<file path="src/rtl/mem_lock_arbiter.sv">
// ============================================================================
// Module   : mem_lock_arbiter
// Purpose  : Round-robin arbiter for the shared main_mem port plus the lock table.
// Revision : 1.0
// ============================================================================
`default_nettype none

module mem_lock_arbiter #(
    parameter  int C  = 8,
    parameter  int NL = 16,
    localparam int IW = (C > 1) ? $clog2(C) : 1,
    localparam int LW = (NL > 1) ? $clog2(NL) : 1
) (
    input  logic                   clk,
    input  logic                   reset_n,
    input  logic [C-1:0]           main_mem_read_request,
    input  logic [C-1:0]           main_mem_write_request,
    input  logic [C-1:0][15:0]     main_mem_read_adr,
    input  logic [C-1:0][15:0]     main_mem_write_adr,
    input  logic [C-1:0][15:0]     main_mem_write_dat,
    input  logic [C-1:0][LW-1:0]   lock_adr,
    input  logic [C-1:0]           lock_en,
    input  logic [C-1:0]           unlock_en,
    output logic [C-1:0]           main_mem_ac,
    output logic [C-1:0]           lock_ac,
    output logic [15:0]            mem_adr,
    output logic [15:0]            mem_wdat,
    output logic                   mem_we,
    output logic                   mem_re,
    output logic [IW-1:0]          grant_id
);

    function automatic logic [IW-1:0] f_wrap(input logic [IW-1:0] base, input int unsigned off);
        int unsigned s;
        s = 32'(base) + off;
        if (s >= 32'(C)) s = s - 32'(C);
        return s[IW-1:0];
    endfunction

    logic [C-1:0]          r_mem_ac;
    logic [C-1:0]          r_lock_ac;
    logic [15:0]           r_adr;
    logic [15:0]           r_wdat;
    logic                  r_we;
    logic                  r_re;
    logic [IW-1:0]         r_gid;
    logic [IW-1:0]         r_mptr;
    logic [IW-1:0]         r_lptr;
    logic [NL-1:0]         r_lv;
    logic [NL-1:0][IW-1:0] r_lo;

    logic [C-1:0]          w_mem_elig;
    logic                  w_mem_found;
    logic [IW-1:0]         w_mem_k;
    logic [NL-1:0]         w_lv;
    logic [C-1:0]          w_lk_elig;
    logic                  w_lk_found;
    logic [IW-1:0]         w_lk_k;

    assign main_mem_ac = r_mem_ac;
    assign lock_ac     = r_lock_ac;
    assign mem_adr     = r_adr;
    assign mem_wdat    = r_wdat;
    assign mem_we      = r_we;
    assign mem_re      = r_re;
    assign grant_id    = r_gid;

    // A core inside its grant cycle still shows its request, so it is masked here.
    assign w_mem_elig = (main_mem_read_request | main_mem_write_request) & ~r_mem_ac;

    always_comb begin
        w_mem_found = 1'b0;
        w_mem_k     = '0;
        for (int j = 0; j < C; j++) begin
            if (!w_mem_found && w_mem_elig[f_wrap(r_mptr, j)]) begin
                w_mem_found = 1'b1;
                w_mem_k     = f_wrap(r_mptr, j);
            end
        end
    end

    always_ff @(posedge clk or negedge reset_n) begin
        if (!reset_n) begin
            r_mem_ac <= '0;
            r_adr    <= '0;
            r_wdat   <= '0;
            r_we     <= 1'b0;
            r_re     <= 1'b0;
            r_gid    <= '0;
            r_mptr   <= '0;
        end else begin
            r_mem_ac <= '0;
            r_we     <= 1'b0;
            r_re     <= 1'b0;
            if (w_mem_found) begin
                r_mem_ac[w_mem_k] <= 1'b1;
                r_gid             <= w_mem_k;
                r_mptr            <= f_wrap(w_mem_k, 1);
                if (main_mem_write_request[w_mem_k]) begin
                    r_we   <= 1'b1;
                    r_adr  <= main_mem_write_adr[w_mem_k];
                    r_wdat <= main_mem_write_dat[w_mem_k];
                end else begin
                    r_re   <= 1'b1;
                    r_adr  <= main_mem_read_adr[w_mem_k];
                end
            end
        end
    end

    // Table validity after this cycle's owner unlocks; grantability looks at this view.
    always_comb begin
        w_lv = r_lv;
        for (int i = 0; i < C; i++) begin
            if (unlock_en[i] && r_lv[lock_adr[i]] && (r_lo[lock_adr[i]] == IW'(i)))
                w_lv[lock_adr[i]] = 1'b0;
        end
    end

    always_comb begin
        w_lk_elig = '0;
        for (int i = 0; i < C; i++) begin
            w_lk_elig[i] = lock_en[i] && !r_lock_ac[i] &&
                           (!w_lv[lock_adr[i]] || (r_lo[lock_adr[i]] == IW'(i)));
        end
    end

    always_comb begin
        w_lk_found = 1'b0;
        w_lk_k     = '0;
        for (int j = 0; j < C; j++) begin
            if (!w_lk_found && w_lk_elig[f_wrap(r_lptr, j)]) begin
                w_lk_found = 1'b1;
                w_lk_k     = f_wrap(r_lptr, j);
            end
        end
    end

    always_ff @(posedge clk or negedge reset_n) begin
        if (!reset_n) begin
            r_lock_ac <= '0;
            r_lptr    <= '0;
            r_lv      <= '0;
            r_lo      <= '0;
        end else begin
            r_lock_ac <= '0;
            r_lv      <= w_lv;
            if (w_lk_found) begin
                r_lock_ac[w_lk_k]      <= 1'b1;
                r_lv[lock_adr[w_lk_k]] <= 1'b1;
                r_lo[lock_adr[w_lk_k]] <= w_lk_k;
                r_lptr                 <= f_wrap(w_lk_k, 1);
            end
        end
    end

endmodule

`default_nettype wire

</file>
<file path="config.mk">
export PLATFORM = sky130hd
export DESIGN_NAME = mem_lock_arbiter
export DESIGN_NICKNAME = d
export VERILOG_FILES = /design/src/rtl/mem_lock_arbiter.sv
export SDC_FILE = /design/constraint.sdc
export NUM_CORES = 1
export LEC_CHECK = 0
export ABC_AREA = 1
export BUFFER_PORTS_ARGS = -buffer_cell sky130_fd_sc_hd__buf_4
export CORE_ASPECT_RATIO = 0.7
export CORE_MARGIN = 8
export CORE_UTILIZATION = 40
export CTS_CLUSTER_SIZE = 28
export DETAILED_ROUTE_END_ITERATION = 7
export PLACE_DENSITY_LB_ADDON = 0.2
export SYNTH_ARGS = -nofsm -noshare
export SYNTH_HDL_FRONTEND = slang
export SYNTH_SLANG_ARGS = --single-unit
export TNS_END_PERCENT = 30
</file>
<file path="constraint.sdc">
create_clock -name clk -period 10 [get_ports clk]
set_input_delay 0.5 -clock clk [delete_from_list [all_inputs] [get_ports clk]]
set_output_delay 0.5 -clock clk [all_outputs]
set_load 0.05 [all_outputs]
</file>
==> flow_metrics.py <==
metrics = {
    "cts": {
        "cts.reportedPaths.clkPinSlew_ns": 0.07,
        "cts_hold_buf": 0,
        "numCtsBuffers": 17,
        "clock_sinks": 123,
        "h-tree-depth": 4,
        "clockBufferDepth": 2,
        "cts_resized": 0,
        "cts_tree": "yes",
        "post-cts-setup-buffer-count": 0,
        "clkLatencyLatePin_ns": 0.45,
        "cts_root_buffer": "clkbuf_16",
    },
    "layout": {
        "final_nets": 4437,
        "fin_area_um2": 22600,
        "fillers": 4960,
        "drive_above_1_share_pct": 17.0,
        "final_util_pct": 50.2,
        "syn2layout_area_growth_pct": 24.1,
    },
    "die": {
        "die_area_um2": 52700,
        "io_pins": 503,
        "num_rows": 65,
        "die_h_um": 194,
        "start_util_pct": 40.4,
        "dieWidth_um": 271,
        "core_area_um2": 45000,
    },
    "logic_synthesis": {
        "syn-num-nets": 4094,
        "ys_async_sr_fraction_pct": 100,
        "ys_seq_area_share_pct": 16.9,
        "ys.flop_type": "dfrtp_1",
        "synth_edf_count": 0,
        "avgSynthCellArea_um2": 5.00,
        "ys_ff_latch": 123,
        "yosys_warnings": 0,
        "netlist_instances": 3638,
        "synth.distinct_cells": 45,
        "syn_area_um2": 18200,
    },
    "timing": {
        "max_freq_mhz": 131,
        "slew_violations": 0,
        "worst_slew_pin_slew_ns": 1.40,
        "setup_tns_ns": 0,
        "rsz0062_at_grt": "no",
        "timing.hold.ws_ns": 0.0312,
        "fin_crit_sh_pct": 76.5,
        "relSlewSlack_pct": 6.97,
        "setup_viol": 0,
        "final.setup_skew_ns": 0.0171,
        "fin_crit_ns": 7.65,
        "finalHoldViolCount": 0,
    },
    "detailed_routing": {
        "vias": 26238,
        "ant_nets": 0,
        "via_per_inst": 5.71,
        "wirelength_um": 113000,
        "first_pass_iters": 8,
        "route.detailed.drc": 42,
        "detail_route.wl_per_cell_um": 24.5,
        "initialDrtViolationCount": 4292,
    },
    "global_route": {
        "grt_overflow_total": 0,
        "grt_pass1_wl_um": 161000,
        "grt_max_degree": 132,
        "antenna_found_initial": 3,
        "grt.total_usage_pct": 40.4,
        "first_global_vias": 23337,
    },
    "worst_setup_path": {
        "worstSetupStartpointType": "input port",
        "cp.buffers_inverters": 3,
        "crit_required_ns": 10.34,
        "r2r_cells": 36,
        "cpMostUsedCell": "nand2_1",
        "r2r-start": "r_lo[0]",
        "worst_path_max_delay_cell": "nor2_4",
        "arrival_ns": 7.99,
        "r2r-end": "r_lv[2]",
        "critPathKind": "in -> reg",
        "critical_path.top_delay_family": "simple AND/OR/NAND/NOR gates",
        "rrSetupSlack_ns": 2.37,
        "cp_max_fo": 23,
        "cp-end-kind": "flip-flop",
        "cpPeakStageDelay_ns": 0.55,
        "startpoint": "lock_adr[13]",
    },
    "placement": {
        "gp_congestion": 1.13,
        "numPortBuffers": 502,
        "place_area_um2": 21900,
        "post-dp-hpwl_um": 86900,
    },
    "outcome": {
        "status": "finished with violations",
        "failed_checks": "design-rule violations",
    },
    "hold_path": {
        "hp-class": "in -> async",
    },
    "run": {
        "max-cap-violations": 0,
    },
}
-- worst max path at each step --
| stage | to | slack [ns] | depth (start not counted) |
|---|---|---|---|
| after CTS | r_lo[23] | 2.88 | 37 |
| after detailed placement | r_lv[2] | 2.49 | 37 |
| after floorplan | r_lo[16] | 5.60 | 38 |
| after global routing | r_lo[17] | 2.01 | 41 |
| final | r_lv[2] | 2.35 | 37 |
| after global placement | r_lo[23] | 2.42 | 37 |
-- logic make-up (layout without fill, tap and decap cells) --
logic type / count (synthesis) / count (layout) / share of synthesized area [%]
AOI/OAI and AO/OA: 304 / 304 / 9.46
xor gates and xnor gates: 5 / 5 / 0.241
adders and majority gates: 6 / 6 / 0.413
buffers and inverters: 413 / 769 / 10.0
DFF: 123 / 123 / 16.9
other: 0 / 1 / 0
and+or+nand+nor: 2787 / 2787 / 62.9
-- state kept, by name (all words and copies together), names as in the netlist --
signal,flops
r_lo,48
mem_adr,16
mem_wdat,16
r_lv,16
lock_ac,8
main_mem_ac,8
grant_id,3
r_lptr,3
r_mptr,3
mem_re,1
mem_we,1
-- cell usage in the layout, fill, tap and decap left out, drive strengths merged, types with 2 or more instances in the layout --
master and n:
a31oi 16, a221oi 17, clkinvlp 3, o22ai 3, a22o 7, xnor2 4, nand3 220, ha 6
clkbuf 18, or2 2, o21ai 184, buf 525, nor2 374, bufinv 4, clkinv 9, a21oi 55
a211oi 7, nand2 2044, nand4 135, o311ai 7, nor3 11, a21boi 3, inv 210, dfrtp 123
-- layout make-up --
class	count	area (um^2)	share of cell area [%]
Inverter	212	803	3.56
Multi-Input combinational cell	3102	13300	59.1
Clock buffer	18	429	1.90
Timing Repair Buffer	525	3960	17.5
Sequential cell	123	3080	13.6
Clock inverter	14	209	0.926
Antenna cell	1	2.50	0.0111
Tap cell	603	754	3.34
-- routing by layer --
layer | vias to the layer above | routed length (um) | GRT usage, %
met4 | 8 | 3250 | 10.5
met3 | 260 | 20000 | 22.6
li1 | 12162 | - | -
met1 | 11865 | 47200 | 56.1
met5 | - | 271 | 1.41
met2 | 1943 | 42000 | 52.3
-- per-stage QoR --
stage                     cells  setup slack [ns]
final                      4598              2.35
after global routing       4597              2.01
after CTS                  4597              2.88
after detailed placement   4565              2.49
after global placement     4565              2.42
after floorplan            3638              5.60
-- cells in the mapped netlist, types with 6 or more instances --
cell | instances | area [um^2]
nand2_1 | 2018 | 7570
nor2_4 | 17 | 191
buf_6 | 13 | 146
nand3_2 | 6 | 60.1
a22o_1 | 7 | 61.3
o21ai_0 | 135 | 676
clkbuf_1 | 92 | 345
nand4_1 | 134 | 838
nor2_1 | 326 | 1220
a31oi_1 | 16 | 100
o311ai_0 | 7 | 61.3
dfrtp_1 | 123 | 3080
clkinv_1 | 8 | 30.0
buf_2 | 59 | 295
ha_1 | 6 | 75.1
a21oi_1 | 54 | 270
o21ai_1 | 48 | 240
nand2_2 | 24 | 150
buf_4 | 27 | 203
nand3_1 | 214 | 1070
inv_1 | 174 | 653
inv_2 | 29 | 109
nor2_2 | 29 | 181
a211oi_1 | 7 | 52.6
a221oi_1 | 17 | 149
buf_1 | 10 | 37.5
nor3_1 | 11 | 55.1
Power is not shown: default switching activity piles up to over one toggle a cycle in this logic, so the estimate is an artifact.
